### src/rtl/vadd_ctrl_pkg.sv
// Shared definitions for the vector add/min/max/compare issue controller:
// FSM states, element-width encodings and the mask-op select bit.
package vadd_ctrl_pkg;

    typedef enum logic [1:0] {
        ST_IDLE  = 2'd0,
        ST_ISSUE = 2'd1,
        ST_DRAIN = 2'd2,
        ST_DONE  = 2'd3
    } ctrl_state_e;

    typedef enum logic [1:0] {
        SEW_8  = 2'd0,
        SEW_16 = 2'd1,
        SEW_32 = 2'd2,
        SEW_64 = 2'd3
    } sew_e;

    localparam int OPSEL_MASK_BIT = 8;

    // Elements carried by one operand beat of be_w bytes at the given width.
    function automatic int elems_per_beat(input int be_w, input logic [1:0] sew);
        return be_w >> sew;
    endfunction

endpackage

### src/rtl/vadd_issue_ctrl_if.sv
// Descriptor, operand-stream and ALU-request signals of the issue controller.
// The controller uses the slave modport; the producer/consumer side uses master.
interface vadd_issue_ctrl_if #(
    parameter int DATA_WIDTH  = 64,
    parameter int ADDR_WIDTH  = 32,
    parameter int VL_WIDTH    = 11,
    parameter int OPSEL_WIDTH = 9
);
    localparam int BE_W = DATA_WIDTH / 8;

    logic                   op_valid;
    logic                   op_ready;
    logic [VL_WIDTH-1:0]    op_vl;
    logic [1:0]             op_sew;
    logic [OPSEL_WIDTH-1:0] op_opsel;
    logic                   op_avg;
    logic [ADDR_WIDTH-1:0]  op_vd_addr;

    logic                   opd_valid;
    logic                   opd_ready;
    logic [DATA_WIDTH-1:0]  opd_vec0;
    logic [DATA_WIDTH-1:0]  opd_vec1;

    logic                   alu_valid;
    logic [DATA_WIDTH-1:0]  alu_vec0;
    logic [DATA_WIDTH-1:0]  alu_vec1;
    logic [1:0]             alu_sew;
    logic [OPSEL_WIDTH-1:0] alu_opsel;
    logic                   alu_avg;
    logic [ADDR_WIDTH-1:0]  alu_addr;
    logic [2:0]             alu_start_idx;
    logic                   alu_req_start;
    logic                   alu_req_end;
    logic [BE_W-1:0]        alu_be;

    modport master (
        output op_valid, op_vl, op_sew, op_opsel, op_avg, op_vd_addr,
        output opd_valid, opd_vec0, opd_vec1,
        input  op_ready, opd_ready,
        input  alu_valid, alu_vec0, alu_vec1, alu_sew, alu_opsel, alu_avg,
        input  alu_addr, alu_start_idx, alu_req_start, alu_req_end, alu_be
    );

    modport slave (
        input  op_valid, op_vl, op_sew, op_opsel, op_avg, op_vd_addr,
        input  opd_valid, opd_vec0, opd_vec1,
        output op_ready, opd_ready,
        output alu_valid, alu_vec0, alu_vec1, alu_sew, alu_opsel, alu_avg,
        output alu_addr, alu_start_idx, alu_req_start, alu_req_end, alu_be
    );

endinterface

### src/rtl/vadd_be_gen.sv
// Byte enables for the final beat of a non-mask op: the low (rem << sew)
// bytes are enabled, saturating at a full beat.
module vadd_be_gen #(
    parameter int BE_W  = 8,
    parameter int REM_W = 12
) (
    input  logic [REM_W-1:0] rem,
    input  logic [1:0]       sew,
    output logic [BE_W-1:0]  be
);

    localparam int NB_W = REM_W + 3;

    logic [NB_W-1:0] nbytes;

    always_comb begin
        nbytes = {3'b000, rem} << sew;
        be     = '0;
        for (int i = 0; i < BE_W; i++) begin
            be[i] = (nbytes > NB_W'(i));
        end
    end

endmodule

### src/rtl/vadd_issue_ctrl.sv
// Issue sequencer for the add/min/max/compare ALU: accepts one descriptor,
// pairs each operand beat with its metadata, then waits for the pipe to drain.
module vadd_issue_ctrl
    import vadd_ctrl_pkg::*;
#(
    parameter int DATA_WIDTH  = 64,
    parameter int ADDR_WIDTH  = 32,
    parameter int VL_WIDTH    = 11,
    parameter int OPSEL_WIDTH = 9,
    parameter int ALU_LATENCY = 6
) (
    input  logic              clk,
    input  logic              rst,
    vadd_issue_ctrl_if.slave  bus,
    output logic              busy,
    output logic              done
);

    localparam int BE_W   = DATA_WIDTH / 8;
    localparam int BE_LOG = $clog2(BE_W);
    localparam int CNT_W  = VL_WIDTH + 1;

    ctrl_state_e            state;
    logic [VL_WIDTH-1:0]    vl_q;
    logic [1:0]             sew_q;
    logic [OPSEL_WIDTH-1:0] opsel_q;
    logic                   avg_q;
    logic [ADDR_WIDTH-1:0]  vd_q;
    logic [CNT_W-1:0]       beats_q;
    logic [CNT_W-1:0]       beat_idx;
    logic [ALU_LATENCY-1:0] inflight;

    logic [CNT_W-1:0]       epb_m1;
    logic [CNT_W-1:0]       beats_calc;
    logic [CNT_W-1:0]       elem_off;
    logic [CNT_W-1:0]       rem;
    logic [BE_W-1:0]        last_be;
    logic [BE_W-1:0]        be_next;
    logic [ADDR_WIDTH-1:0]  addr_next;
    logic                   is_mask;
    logic                   is_last;
    logic                   fire;

    // Beat count is a rounded-up divide by a power-of-two elements-per-beat.
    always_comb begin
        epb_m1     = CNT_W'(elems_per_beat(BE_W, bus.op_sew) - 1);
        beats_calc = (CNT_W'(bus.op_vl) + epb_m1) >> (BE_LOG - int'(bus.op_sew));
    end

    always_comb begin
        is_mask  = opsel_q[OPSEL_MASK_BIT];
        is_last  = (beat_idx == beats_q - CNT_W'(1));
        elem_off = beat_idx << (BE_LOG - int'(sew_q));
        rem      = CNT_W'(vl_q) - elem_off;
        fire     = (state == ST_ISSUE) && bus.opd_valid && bus.opd_ready;
        // Mask ops write one bit per element, so eight beats share one byte.
        if (is_mask) begin
            addr_next = vd_q + ADDR_WIDTH'(beat_idx >> 3);
            be_next   = '1;
        end else begin
            addr_next = vd_q + (ADDR_WIDTH'(beat_idx) << BE_LOG);
            be_next   = is_last ? last_be : '1;
        end
    end

    vadd_be_gen #(
        .BE_W  (BE_W),
        .REM_W (CNT_W)
    ) u_be_gen (
        .rem (rem),
        .sew (sew_q),
        .be  (last_be)
    );

    always_ff @(posedge clk or negedge rst) begin
        if (!rst) begin
            state             <= ST_IDLE;
            vl_q              <= '0;
            sew_q             <= '0;
            opsel_q           <= '0;
            avg_q             <= 1'b0;
            vd_q              <= '0;
            beats_q           <= '0;
            beat_idx          <= '0;
            inflight          <= '0;
            busy              <= 1'b0;
            done              <= 1'b0;
            bus.op_ready      <= 1'b0;
            bus.opd_ready     <= 1'b0;
            bus.alu_valid     <= 1'b0;
            bus.alu_vec0      <= '0;
            bus.alu_vec1      <= '0;
            bus.alu_sew       <= '0;
            bus.alu_opsel     <= '0;
            bus.alu_avg       <= 1'b0;
            bus.alu_addr      <= '0;
            bus.alu_start_idx <= '0;
            bus.alu_req_start <= 1'b0;
            bus.alu_req_end   <= 1'b0;
            bus.alu_be        <= '0;
        end else begin
            inflight          <= (inflight << 1) | ALU_LATENCY'(bus.alu_valid);
            done              <= 1'b0;
            bus.alu_valid     <= 1'b0;
            bus.alu_vec0      <= '0;
            bus.alu_vec1      <= '0;
            bus.alu_sew       <= '0;
            bus.alu_opsel     <= '0;
            bus.alu_avg       <= 1'b0;
            bus.alu_addr      <= '0;
            bus.alu_start_idx <= '0;
            bus.alu_req_start <= 1'b0;
            bus.alu_req_end   <= 1'b0;
            bus.alu_be        <= '0;

            case (state)
                ST_IDLE: begin
                    bus.op_ready <= 1'b1;
                    if (bus.op_valid && bus.op_ready) begin
                        vl_q         <= bus.op_vl;
                        sew_q        <= bus.op_sew;
                        opsel_q      <= bus.op_opsel;
                        avg_q        <= bus.op_avg;
                        vd_q         <= bus.op_vd_addr;
                        beats_q      <= beats_calc;
                        beat_idx     <= '0;
                        bus.op_ready <= 1'b0;
                        if (bus.op_vl == '0) begin
                            done  <= 1'b1;
                            state <= ST_DONE;
                        end else begin
                            busy          <= 1'b1;
                            bus.opd_ready <= 1'b1;
                            state         <= ST_ISSUE;
                        end
                    end
                end

                ST_ISSUE: begin
                    if (fire) begin
                        bus.alu_valid     <= 1'b1;
                        bus.alu_vec0      <= bus.opd_vec0;
                        bus.alu_vec1      <= bus.opd_vec1;
                        bus.alu_sew       <= sew_q;
                        bus.alu_opsel     <= opsel_q;
                        bus.alu_avg       <= avg_q;
                        bus.alu_addr      <= addr_next;
                        bus.alu_start_idx <= is_mask ? beat_idx[2:0] : 3'd0;
                        bus.alu_req_start <= (beat_idx == '0);
                        bus.alu_req_end   <= is_last;
                        bus.alu_be        <= be_next;
                        beat_idx          <= beat_idx + CNT_W'(1);
                        if (is_last) begin
                            bus.opd_ready <= 1'b0;
                            state         <= ST_DRAIN;
                        end
                    end
                end

                // The beat issued on the ISSUE->DRAIN edge is still on alu_valid.
                ST_DRAIN: begin
                    if (inflight == '0 && !bus.alu_valid) begin
                        busy  <= 1'b0;
                        done  <= 1'b1;
                        state <= ST_DONE;
                    end
                end

                ST_DONE: begin
                    bus.op_ready <= 1'b1;
                    state        <= ST_IDLE;
                end

                default: state <= ST_IDLE;
            endcase
        end
    end

endmodule

### src/flat_wrapper.sv
// flat-port wrapper written by rule: the top's interface ports become plain ports
module vadd_issue_ctrl_flat import vadd_ctrl_pkg::*;
#(
    parameter int DATA_WIDTH  = 64,
    parameter int ADDR_WIDTH  = 32,
    parameter int VL_WIDTH    = 11,
    parameter int OPSEL_WIDTH = 9,
    parameter int ALU_LATENCY = 6
)
  (clk, rst, busy, done, bus_op_valid, bus_op_vl, bus_op_sew, bus_op_opsel, bus_op_avg, bus_op_vd_addr, bus_opd_valid, bus_opd_vec0, bus_opd_vec1, bus_op_ready, bus_opd_ready, bus_alu_valid, bus_alu_vec0, bus_alu_vec1, bus_alu_sew, bus_alu_opsel, bus_alu_avg, bus_alu_addr, bus_alu_start_idx, bus_alu_req_start, bus_alu_req_end, bus_alu_be);
  vadd_issue_ctrl_if #(.DATA_WIDTH(DATA_WIDTH), .ADDR_WIDTH(ADDR_WIDTH), .VL_WIDTH(VL_WIDTH), .OPSEL_WIDTH(OPSEL_WIDTH)) bus_i ();
  input  logic clk;
  input  logic rst;
  output logic busy;
  output logic done;
  input wire logic [$bits(bus_i.op_valid)-1:0] bus_op_valid;
  input wire logic [$bits(bus_i.op_vl)-1:0] bus_op_vl;
  input wire logic [$bits(bus_i.op_sew)-1:0] bus_op_sew;
  input wire logic [$bits(bus_i.op_opsel)-1:0] bus_op_opsel;
  input wire logic [$bits(bus_i.op_avg)-1:0] bus_op_avg;
  input wire logic [$bits(bus_i.op_vd_addr)-1:0] bus_op_vd_addr;
  input wire logic [$bits(bus_i.opd_valid)-1:0] bus_opd_valid;
  input wire logic [$bits(bus_i.opd_vec0)-1:0] bus_opd_vec0;
  input wire logic [$bits(bus_i.opd_vec1)-1:0] bus_opd_vec1;
  output wire logic [$bits(bus_i.op_ready)-1:0] bus_op_ready;
  output wire logic [$bits(bus_i.opd_ready)-1:0] bus_opd_ready;
  output wire logic [$bits(bus_i.alu_valid)-1:0] bus_alu_valid;
  output wire logic [$bits(bus_i.alu_vec0)-1:0] bus_alu_vec0;
  output wire logic [$bits(bus_i.alu_vec1)-1:0] bus_alu_vec1;
  output wire logic [$bits(bus_i.alu_sew)-1:0] bus_alu_sew;
  output wire logic [$bits(bus_i.alu_opsel)-1:0] bus_alu_opsel;
  output wire logic [$bits(bus_i.alu_avg)-1:0] bus_alu_avg;
  output wire logic [$bits(bus_i.alu_addr)-1:0] bus_alu_addr;
  output wire logic [$bits(bus_i.alu_start_idx)-1:0] bus_alu_start_idx;
  output wire logic [$bits(bus_i.alu_req_start)-1:0] bus_alu_req_start;
  output wire logic [$bits(bus_i.alu_req_end)-1:0] bus_alu_req_end;
  output wire logic [$bits(bus_i.alu_be)-1:0] bus_alu_be;
  assign bus_i.op_valid = bus_op_valid;
  assign bus_i.op_vl = bus_op_vl;
  assign bus_i.op_sew = bus_op_sew;
  assign bus_i.op_opsel = bus_op_opsel;
  assign bus_i.op_avg = bus_op_avg;
  assign bus_i.op_vd_addr = bus_op_vd_addr;
  assign bus_i.opd_valid = bus_opd_valid;
  assign bus_i.opd_vec0 = bus_opd_vec0;
  assign bus_i.opd_vec1 = bus_opd_vec1;
  assign bus_op_ready = bus_i.op_ready;
  assign bus_opd_ready = bus_i.opd_ready;
  assign bus_alu_valid = bus_i.alu_valid;
  assign bus_alu_vec0 = bus_i.alu_vec0;
  assign bus_alu_vec1 = bus_i.alu_vec1;
  assign bus_alu_sew = bus_i.alu_sew;
  assign bus_alu_opsel = bus_i.alu_opsel;
  assign bus_alu_avg = bus_i.alu_avg;
  assign bus_alu_addr = bus_i.alu_addr;
  assign bus_alu_start_idx = bus_i.alu_start_idx;
  assign bus_alu_req_start = bus_i.alu_req_start;
  assign bus_alu_req_end = bus_i.alu_req_end;
  assign bus_alu_be = bus_i.alu_be;
  vadd_issue_ctrl #(.DATA_WIDTH(DATA_WIDTH), .ADDR_WIDTH(ADDR_WIDTH), .VL_WIDTH(VL_WIDTH), .OPSEL_WIDTH(OPSEL_WIDTH), .ALU_LATENCY(ALU_LATENCY)) u_core (.clk(clk), .rst(rst), .bus(bus_i), .busy(busy), .done(done));
endmodule
### config.mk
export PLATFORM = sky130hd
export DESIGN_NAME = vadd_issue_ctrl_flat
export DESIGN_NICKNAME = d
export VERILOG_FILES = /design/src/rtl/vadd_ctrl_pkg.sv /design/src/rtl/vadd_issue_ctrl_if.sv /design/src/rtl/vadd_be_gen.sv /design/src/rtl/vadd_issue_ctrl.sv /design/src/flat_wrapper.sv
export SDC_FILE = /design/constraint.sdc
export NUM_CORES = 1
export LEC_CHECK = 0
export ABC_AREA = 1
export BUFFER_PORTS_ARGS = -buffer_cell sky130_fd_sc_hd__buf_2
export CELL_PAD_IN_SITES_DETAIL_PLACEMENT = 1
export CELL_PAD_IN_SITES_GLOBAL_PLACEMENT = 2
export CORE_MARGIN = 2
export CORE_UTILIZATION = 30
export DETAILED_ROUTE_END_ITERATION = 10
export PLACE_DENSITY = 0.86
export SLEW_MARGIN = 10
export SYNTH_ARGS = -nofsm -noshare
export SYNTH_HDL_FRONTEND = slang
export SYNTH_SLANG_ARGS = --single-unit
### constraint.sdc
create_clock -name clk -period 4.2 [get_ports clk]
set_input_delay 0.84 -clock clk [delete_from_list [all_inputs] [get_ports clk]]
set_output_delay 0.84 -clock clk [all_outputs]
set_load 0.03 [all_outputs]
### Word level (Yosys, flattened, before mapping)

Cells that the tools add are included.

* flip-flop bits (word level): 277
* bits in latches: 0
* bits in writable memories: 0
* bits in read-only memories: 0
* input bits: 187
* output and inout port bits: 190
* word-level logic and storage cells: 120
* memories: 0

* add/subtract/negate cells: 9
* multiply operators: 0
* divide/modulo/power cells: 0
* magnitude comparators: 8
* equal/unequal tests: 9
* shifts and indexed selects: 4
* multiplexer cells: 48
* bitwise logic cells: 1
* reduce and logical (&&, ||, !) cells: 17

Operator list (count)
* two-way mux 64 bit: 4
* two-way mux 32 bit: 3
* greater-than comparator 15 x 3 -> 1 bit (second input constant): 4
* adder 32 x 15 -> 32 bit: 1
* adder 32 x 9 -> 32 bit: 1
* two-way mux 8 bit: 4
* << shifter 12 x 32 -> 12 bit: 1
* >> shifter 12 x 32 -> 12 bit: 1
* greater-than comparator 15 x 1 -> 1 bit (second input constant): 2
* greater-than comparator 15 x 2 -> 1 bit (second input constant): 2
* two-way mux 12 bit: 2
* case mux 12 bit (2 select lines): 1
* two-way mux 9 bit: 2
* two-way mux 1 bit: 17
* << shifter 12 x 2 -> 15 bit: 1
* two-way mux 2 bit: 7
* adder 11 x 12 -> 12 bit: 1
* adder 12 x 1 -> 12 bit (second input constant): 1
* == test 12 bit: 1
* logical NOT 12 bit: 1
* >> shifter 4 x 2 -> 12 bit (first input constant): 1
* subtractor 11 x 12 -> 12 bit: 1
* subtractor 12 x 1 -> 12 bit (second input constant): 1
* subtractor 12 x 2 -> 12 bit (second input constant): 1
* 19 further kinds: 35

### Longest topological paths before layout

Gate-level depths: netlist (run 1).

* depth after elaboration: 9
* depth in mapped cells: 23
* depth with buffers taken out: 21

### Hierarchy

From an unflattened synthesis (run 1), not the netlist that was laid out.

* cell total of the unflattened synthesis: 1836
* area, all modules: 14355.0 um2

Modules (own cells, without submodules)
* vadd_issue_ctrl: instances 1, cells an instance 1710, area an instance 13767.0 um2, seq. area each 6931.6 um2
* vadd_be_gen: instances 1, cells an instance 126, area an instance 588.1 um2, seq. area each 0.0 um2

### Worst setup path before layout (run 1)

Ideal clock, no wire load.

* kind: input-to-reg
* start: in bus_op_sew[0]
* end: reg u_core.beats_q[6]
* library setup time: 139 ps
* arrival: 3154 ps
* required time: 4061 ps
* setup slack: 907 ps
* stages on the path: 15
* path buffers: 1
* cells stage by stage: inv_1 > clkbuf_1 > nand2_1 > ha_1 > inv_1 > ha_1 > inv_1 > fa_1 > o21ai_0 > a21oi_1 > o21bai_1 > xor2_1 > o21ai_0 > nand2_1 > o221ai_1

* cells in the longest elaborated chain, start to end: 4
* elaborated cells on any way between the ends: 5
* those cells by class: 3 x add/sub; 2 x shift

RTL lines
* from (decl): RTL line flat_wrapper.sv:18 `input wire logic [$bits(bus_i.op_sew)-1:0] bus_op_sew;`
* >> shifter 4 x 2 -> 12 bit: RTL line vadd_ctrl_pkg.sv:23 `return be_w >> sew;`
* subtractor 12 x 2 -> 12 bit: RTL line vadd_issue_ctrl.sv:46 `epb_m1 = CNT_W'(elems_per_beat(BE_W, bus.op_sew) - 1);`
* adder 11 x 12 -> 12 bit: RTL line vadd_issue_ctrl.sv:47 `beats_calc = (CNT_W'(bus.op_vl) + epb_m1) >> (BE_LOG - int'(bus.op_sew));`
* >> shifter 12 x 32 -> 12 bit *: RTL line vadd_issue_ctrl.sv:47
* to (signal assigned): RTL line vadd_issue_ctrl.sv:125 `beats_q <= beats_calc;`
* to (decl): RTL line vadd_issue_ctrl.sv:29 `logic [CNT_W-1:0] beats_q;`

Mark *: on every way between the ends. The rest lies on a longest branch, timed or not.
A chain may end at the register's enable or synchronous reset.

### Final worst setup path (run 1)

Same ends and word-level chain as after synthesis.

==> results.yml, run 1 <==
outcome:
  status: "finished clean"
logic_synthesis:
  async_flop_share_pct: 100
  avgSynthCellArea_um2: 8.08
  synth_edf_count: 0
  synth_cell_types: 53
  ys_seq_area_share_pct: 49.9
  syn-cell-area_um2: 13900
  ys_seq_elements: 277
  syn_nets: 1967
  synth_warnings: 0
  synthCells: 1719
  ys.flop_type: "dfrtp_1"
placement:
  portBuffers: 376
  hpwl_mm: 36.8
  dp_slack_ps: 330
  gp_congestion: 0.887
sta:
  fin_worst_skew_ps: 21.0
  period_needed_ps: 3280
  drv_slew: 0
  whs_ps: 362
  hold_viol: 0
  final.setup.tns_ps: 0
  clock.fmax_ghz: 0.305
  setup_viol: 0
  min_period_over_period_pct: 78.1
  rsz0062_at_grt: "no"
  relSlewSlack_pct: 39.5
  setup_ws_ps: 920
  worst_slew_pin_slew_ps: 907
die:
  rows: 78
  start_util_pct: 30.5
  die_area_um2: 48000
  die_w_um: 219
  core_um2: 45600
  die_y_um: 219
  num_io_pins: 377
worst_setup_path:
  endpoint: "u_core.beats_q[6]"
  crit_slowest_cell: "fa_1"
  timing.critical_path.buf_inv: 4
  critPathLaunchType: "primary input"
  startpoint: "bus_op_sew[0]"
  required_ps: 4580
  rrSetupSlack_ps: 930
  r2r-end: "u_core.bus.alu_be[1]"
  crit_arrival_ps: 3660
  max_stage_delay_ps: 430
  endpoint_kind: "register"
  cpMostUsedCell: "inv_1"
  cp_max_fo: 16
  path_cells: "buf_2, inv_1, nand2_1, ha_1, inv_1, ha_1, inv_1, fa_1, o21ai_0, a21oi_1, o21bai_1, xor2_1, o21ai_0, nand2_1, o221ai_1"
  critical_path.top_delay_family: "adder cells"
  crit-reg2reg-launch: "u_core.sew_q[0]"
  worstRegToRegCells: 12
  path_class: "primary input to register"
  worst-path-stages: 15
drt:
  route.met3.wl_mm: 2.47
  wl_mm: 47.5
  dr_total_vias: 12500
  dr_wl_met2_mm: 22.6
  final_antenna_net_count: 0
  highest_layer: "met5"
  drt_pass1_iterations: 5
  drt_iter0_drc: 684
  met1_length_mm: 21.2
  route.detailed.drc: 0
  wl_per_cell_um: 17.4
  via_per_inst: 4.58
clock_tree:
  root_buffer: "clkbuf_16"
  post_cts_buffers: 0
  cts.sinks: 277
  tritoncts: "done"
  cts_resized: 0
  cts_made_buffers: 35
  htreeDepth: 2
  path_clk_slew_ps: 60
  clk_path_buf_depth: 3
  clkLatencyLatePin_ps: 540
  postCtsHoldBufs: 0
grt:
  grt_pass1_vias: 13000
  grt_pass1_wl_mm: 72.9
  track_usage_pct: 19.5
  grt_max_degree: 104
  antenna_found_initial: 4
  gr-total-overflow: 0
layout:
  fill_cells: 5588
  fin_util_pct: 38.9
  layout_common_cells: "buf_2 (375), nand2_1 (356), inv_1 (307)"
  area_growth_pct: 27.6
  final_common_cell: "buf_2"
  final_nets: 2346
  drive_gt1_share_pct: 22.5
power:
  leakage_nw: 10.3
  vdd_drop_max_uv: 301
  power_w: 0.0119
  p_per_area_nw_per_um2: 671
hold_path:
  hold_path.class: "register to register"
  hold_depth: 0
run:
  cap_viol_max_count: 0
[sequential cells by signal (all words and copies together) (netlist names), 11 cells and up]
name	flops
u_core.beat_idx	12
u_core.bus.alu_vec0	64
u_core.bus.alu_addr	32
u_core.vd_q	32
u_core.vl_q	11
u_core.beats_q	12
u_core.bus.alu_vec1	64
[per-layer routing]
metal	vias up	track usage, %
li1	6096	-
met1	5992	25.6
met2	312	32.7
met3	79	3.47
met4	4	5.92
met5	-	0
[worst min path at each step]
stage | from | end
6_report | u_core.inflight[0] | u_core.inflight[1]
5_1_grt | u_core.inflight[0] | u_core.inflight[1]
4_1_cts | u_core.inflight[0] | u_core.inflight[1]
3_5_place_dp | u_core.inflight[1] | u_core.inflight[2]
3_3_place_gp | u_core.inflight[2] | u_core.inflight[3]
2_1_floorplan | u_core.inflight[2] | u_core.inflight[3]
[cell families (layout without fill, tap and decap cells)]
group	Yosys count	count (layout)	synth area share, %
AOI/OAI and AO/OA	213	213	8.65
xor gates and xnor gates	45	45	2.94
adders and majority gates	61	61	5.71
buffers and inverters	358	763	9.76
DFF	277	277	49.9
muxes	2	2	0.144
other	0	2	0
and+or+nand+nor	763	763	22.9
[synthesized netlist by cell type (4+ instances only)]
cell type	n	area, µm²
nand3b_1	4	30.0
buf_1	6	22.5
or2_2	4	25.0
o211ai_1	8	60.1
o221ai_1	4	35.0
a21oi_1	59	295
xor2_1	28	245
inv_1	308	1160
clkbuf_1	39	146
nand4_1	18	113
fa_1	4	80.1
nand3_1	84	420
nor2_1	246	923
dfrtp_1	277	6930
nand2_1	356	1340
ha_1	57	713
nor2_2	7	43.8
nor3_1	27	135
o21ai_0	106	531
a31oi_1	4	25.0
o21bai_1	7	52.6
xnor2_1	16	140
[final cells by class]
class	count	area (µm²)	area share (%)
clock inverters	15	200	1.13
repair buffers	391	2030	11.5
flip-flops and latches	277	6930	39.1
multi-input cells	1084	5610	31.6
diodes	2	5.00	0.0282
well taps	600	751	4.24
clock buffers	48	1040	5.85
inverters	309	1160	6.56
[per-stage QoR]
| stage | instance area, µm² | std cells |
|---|---|---|
| 6_report | 17700 | 2726 |
| 5_1_grt | 17700 | 2726 |
| 4_1_cts | 17700 | 2724 |
| 3_5_place_dp | 16500 | 2661 |
| 3_3_place_gp | 16500 | 2661 |
| 2_1_floorplan | 13900 | 1719 |
[where the power goes]
group | switching, W | leakage, nW | internal [W]
registers | 0.000486 | 3.72 | 0.00325
clock network | 0.00120 | 0.612 | 0.00198
logic | 0.00341 | 5.94 | 0.00157
total | 0.00509 | 10.3 | 0.00680
No activity file was read; power rests on OpenSTA's default activity.
==> inputs of run 2 (changes only) <==
CORE_UTILIZATION = 27   (was 30)
PLACE_DENSITY = 0.82   (was 0.86)
clock period = 2.8 ns   (was 4.2 ns; I/O delays follow)
==> results.yml, run 2 (synthesis results as in run 1) <==
worst_setup_path:
  crit_slowest_cell: "dfrtp_2"
  path_cells: "buf_12, o21ai_2, inv_1, nand2_1, o21ai_2, ha_1, nand2_2, inv_2, nand2_2, nand2_1, nand2_2, nand4_1, nand3_1, nand3_1, nor2_2, nand3_2, nor2_4, nand2_2, nand2_2, o21ai_1"
  crit_arrival_ps: 3200
  max_stage_delay_ps: 470
  required_ps: 3210
  endpoint_kind: "register"
  path_class: "register to register"
  critPathLaunchType: "register"
  rrSetupSlack_ps: 6
  cp_max_fo: 8
  cpMostUsedCell: "nand2_2"
grt:
  gr-total-overflow: 0
  grt_most_used_layer: "met2"
  met2_usage_pct: 30.5
  grt_pass1_vias: 13400
  grtUsageMet1_pct: 22.9
  grt_max_degree: 103
  track_usage_pct: 18.0
  met3_usage_pct: 3.54
  antenna_found_initial: 6
  grt_pass1_wl_mm: 75.4
drt:
  drt_iter0_drc: 519
  drt_pass1_iterations: 4
  route.detailed.drc: 0
  wl_mm: 48.9
  wl_per_cell_um: 17.0
  final_antenna_net_count: 0
  dr_total_vias: 12800
  via_per_inst: 4.44
layout:
  fin_util_pct: 36.6
  area_growth_pct: 34.5
  final_nets: 2419
  final_common_cell: "buf_2"
  drive_gt1_share_pct: 28.3
  layout_common_cells: "buf_2 (375), nand2_1 (331), inv_1 (303)"
  layout.cells.non_filler: 2881
  reg_top3: "u_core.bus.alu_vec0 x64, u_core.bus.alu_vec1 x64"
clock_tree:
  clkLatencyLatePin_ps: 550
  root_buffer: "clkbuf_16"
  path_clk_slew_ps: 60
  cts.sinks: 277
  tritoncts: "done"
  cts_made_buffers: 35
  clk_path_buf_depth: 3
  htreeDepth: 2
placement:
  gp_congestion: 0.854
  hpwl_mm: 38.1
  portBuffers: 376
  dp.cells: 2797
  dp_slack_ps: -209
power:
  intPower_w: 0.0108
  pwr-share-clk_pct: 23.3
  leakage_nw: 10.7
  p_per_area_nw_per_um2: 1020
  comb_power_share_pct: 47.5
  switching_power_w: 0.00825
  vdd_drop_max_uv: 403
  p_sw_share_pct: 43.4
  seq_power_share_pct: 29.2
sta:
  worst_slew_pin_slew_ps: 605
  fin_worst_skew_ps: 31.6
  hold_viol: 0
  clock.fmax_ghz: 0.358
  min_period_over_period_pct: 99.8
  drv_slew: 0
  whs_ps: 213
  setup_ws_ps: 5.80
  setup_viol: 0
  rsz0062_at_grt: "yes"
  relSlewSlack_pct: 59.5
  period_needed_ps: 2790
die:
  die_y_um: 231
  die_area_um2: 53300
  rows: 83
  start_util_pct: 27.2
  die_w_um: 231
  core_um2: 51100
  num_io_pins: 377
hold_path:
  hold_path.class: "primary input to register"
run:
  cap_viol_max_count: 0
outcome:
  status: "finished clean"
==> run 2: stage by stage <==
| step | total power, W | setup TNS (ps) | area, µm² |
|---|---|---|---|
| finish | 0.0190 | 0 | 18700 |
| global route | 0.0205 | -1500 | 18700 |
| CTS | 0.0185 | -21.5 | 18400 |
| detailed placement | 0.0135 | -2010 | 17100 |
| global placement | 0.0134 | -691 | 17100 |
| floorplan | 0.0108 | -10.5 | 13900 |
==> run 2: what timing repair did <==
item	4_1_cts	5_1_grt
cloned	1	0
resized for setup	28	81
endpoints found under the hold margin	43	0
setup endpoints to repair	8	18
pin swaps	14	38
buffers inserted	9	6
hold buffers	1	0
==> run 2: routing by layer <==
| layer | part of all wire, % | vias to the layer above |
|---|---|---|
| met2 | 48 | 276 |
| li1 | - | 6256 |
| met4 | 3.0 | 2 |
| met1 | 44 | 6190 |
| met5 | 0.027 | - |
| met3 | 5.1 | 79 |
==> run 2: final timing paths <==
kind	start	endpoint	cells after the start
max	u_core.sew_q[0]	u_core.bus.alu_be[1]	20
min	bus_op_vd_addr[16]	u_core.vd_q[16]	3
max reg2reg	u_core.sew_q[0]	u_core.bus.alu_be[1]	20
min reg2reg	u_core.inflight[3]	u_core.inflight[4]	0
max in group asynchronous	rst	u_core.bus.alu_vec0[59]	3
min in group asynchronous	rst	u_core.bus.alu_vec1[46]	2
==> run 2: area by class of cell <==
type | count | area (µm²)
fill | 6265 | 32400
sequential | 277 | 6930
multi-input combinational | 1084 | 5920
timing repair buffer | 464 | 2660
inverter | 309 | 1160
clock buffer | 46 | 968
tap | 680 | 851
clock inverter | 17 | 166
antenna | 4 | 10.0
==> run 2: power by group through the flow <==
| stage | clock, W | sequential, W | combinational [W] |
|---|---|---|---|
| 2_1_floorplan | 0 | 0.00610 | 0.00469 |
| 3_3_place_gp | 0 | 0.00557 | 0.00779 |
| 3_5_place_dp | 0 | 0.00559 | 0.00795 |
| 4_1_cts | 0.00459 | 0.00554 | 0.00836 |
| 5_1_grt | 0.00476 | 0.00567 | 0.0101 |
| 6_report | 0.00444 | 0.00555 | 0.00902 |
==> run 2: worst max-delay path, delay by kind of cell, from the launching register on <==
kind,cells,cell delay [ps]
AOI/OAI and AO/OA,3,250
adders and majority gates,1,340
buffers and inverters,3,290
DFF,1,470
and+or+nand+nor,13,1300
==> inputs of run 3 (changes only) <==
SYNTH_HIERARCHICAL = 1   (was default)
==> results.yml, run 3 <==
outcome:
  status: "complete, but fails checks"
  violations: "negative setup slack"
clock_tree:
  clk_path_buf_depth: 3
  root_buffer: "clkbuf_16"
  cts.sinks: 277
  cts_made_buffers: 35
  clkLatencyLatePin_ps: 550
  path_clk_slew_ps: 60
  postCtsHoldBufs: 0
  htreeDepth: 2
  tritoncts: "done"
grt:
  grt_max_degree: 136
  antenna_found_initial: 8
  grt_pass1_vias: 14400
  gr-total-overflow: 0
  track_usage_pct: 18.5
  grt_pass1_wl_mm: 79.1
logic_synthesis:
  synth_warnings: 6
  ys_seq_elements: 277
  async_flop_share_pct: 100
  synth_edf_count: 0
  syn_nets: 2083
  yosys-top-cells-area: "dfrtp_1 (48%), nand2_1 (11%), inv_1 (8.2%)"
  yosysMostFrequentCell: "nand2_1"
  avgSynthCellArea_um2: 7.82
  yosys.area.top_type: "dfrtp_1"
  synth_commonest_cells: "nand2_1 (419), inv_1 (313), dfrtp_1 (277), nor2_1 (271), o21ai_0 (103)"
  synth_top_area_share_pct: 48.3
  synth_cell_types: 49
  ys.flop_type: "dfrtp_1"
  syn-cell-area_um2: 14400
  ys_seq_area_share_pct: 48.3
  synthCells: 1836
drt:
  route.detailed.drc: 0
  drt_iter0_drc: 627
  drt_pass1_iterations: 4
  via_per_inst: 4.46
  wl_mm: 51.8
  wl_per_cell_um: 17.2
  dr_total_vias: 13500
  final_antenna_net_count: 0
power:
  power_w: 0.0199
  leakage_nw: 11.0
  p_per_area_nw_per_um2: 1040
  vdd_drop_max_uv: 418
sta:
  clock.fmax_ghz: 0.308
  rsz0062_at_grt: "yes"
  worst_slew_pin_slew_ps: 702
  period_needed_ps: 3250
  setup_viol: 8
  relSlewSlack_pct: 53.2
  drv_slew: 0
  setup_ws_ps: -450
  min_period_over_period_pct: 116
  hold_viol: 0
  fin_worst_skew_ps: 26.5
layout:
  fill_cells: 6436
  drive_gt1_share_pct: 27.8
  final_nets: 2547
  area_growth_pct: 33.8
  reg_top3: "u_core/bus.alu_vec0 x64, u_core/bus.alu_vec1 x64"
  layout_common_cells: "nand2_1 (407), buf_2 (375), inv_1 (310)"
  final_common_cell: "nand2_1"
  stdcell_area_um2: 19200
worst_setup_path:
  path_class: "register to register"
  critPathLaunchType: "register"
  cpMostUsedCell: "nand2_1"
  crit_slowest_cell: "dfrtp_2"
  required_ps: 3230
  crit_arrival_ps: 3680
  timing.critical_path.buf_inv: 5
  critical_path.top_delay_family: "simple AND/OR/NAND/NOR gates"
  cp_max_fo: 6
  path_cells: "buf_6, nand2_1, o21ai_4, o21ai_2, ha_1, nand2_2, inv_1, a21boi_4, o21ai_2, a31oi_1, xnor2_1, inv_1, nand2_1, nand2_2, nand2_1, nand2_1, nand2_1, nor2_2, nand2_2, inv_4, nand2_1, or2_4, o21ai_2, inv_1"
  endpoint_kind: "register"
  max_stage_delay_ps: 450
die:
  core_um2: 52600
  die_w_um: 235
  num_io_pins: 377
  die_area_um2: 55000
  start_util_pct: 27.3
  rows: 84
  die_y_um: 235
placement:
  portBuffers: 376
  placed_area_um2: 17700
  hpwl_mm: 40.1
  gp_congestion: 0.843
run:
  cap_viol_max_count: 0
hold_path:
  hold_path.class: "primary input to async pin"
-- run 3: path summary, 6_finish.rpt --
path / slack [ps] / end / cells past startpoint / startpoint
worst max-delay path: -450 / u_core/bus.alu_be[1] / 24 / u_core/sew_q[0]
worst min-delay path: 30 / u_core/beats_q[5] / 1 / rst
worst max register to register: -450 / u_core/bus.alu_be[1] / 24 / u_core/sew_q[0]
worst min register to register: 380 / u_core/inflight[1] / 0 / u_core/inflight[0]
max in group asynchronous: 2000 / u_core/bus.alu_opsel[2] / 2 / rst
min in group clk: 200 / u_core/vd_q[5] / 3 / bus_op_vd_addr[5]
-- run 3: final cells by class --
type                            instances  area (µm²)  share of cell area (%)
Sequential cell                       277        6930                    36.1
Antenna cell                            2        5.00                  0.0261
Timing Repair Buffer                  477        2760                    14.4
Inverter                              322        1220                    6.33
Clock inverter                         12         158                   0.821
Clock buffer                           51         986                    5.13
Multi-Input combinational cell       1187        6280                    32.7
Tap cell                              688         861                    4.48
-- run 3: metal layers --
layer | wire length, µm | vias to the layer above | track usage (%)
li1 | - | 6592 | -
met1 | 22800 | 6518 | 23.9
met2 | 25200 | 247 | 31.0
met3 | 2530 | 83 | 4.11
met4 | 1170 | 10 | 5.21
met5 | 62 | - | 0
-- run 3: metrics by stage --
| stage | setup TNS, ps | cells | hold slack (ps) | utilization (%) | worst slack, ps |
|---|---|---|---|---|---|
| finish | -3410 | 3016 | 27.3 | 36.5 | -450 |
| global route | -5590 | 3016 | 49.9 | 36.5 | -723 |
| CTS | -3350 | 3005 | 28.8 | 36.1 | -445 |
| detailed placement | -4760 | 2933 | 364 | 33.6 | -642 |
| global placement | -3800 | 2933 | 359 | 33.6 | -506 |
| floorplan | -2280 | 1836 | 264 | - | -303 |
-- run 3: repair_timing --
item	4_1_cts	5_1_grt
setup endpoints to repair	8	8
resized for setup	41	34
setup buffers	9	9
pin swaps	29	30
-- run 3: kinds of logic after synthesis --
kind of cell / after synthesis / share of synthesized area [%]
xor+xnor: 35 / 2.14
buf+inv: 372 / 9.88
fa+ha+maj: 60 / 5.44
compound gates: 202 / 7.78
simple gates: 887 / 26.3
mux: 3 / 0.209
flops: 277 / 48.3
-- run 3: where the power goes --
group          internal (W)  switching, W  total [W]  leakage [nW]
combinational       0.00359       0.00623    0.00982          6.75
sequential          0.00491      0.000650    0.00556          3.71
clock               0.00267       0.00185    0.00451         0.557
total                0.0112       0.00872     0.0199          11.0
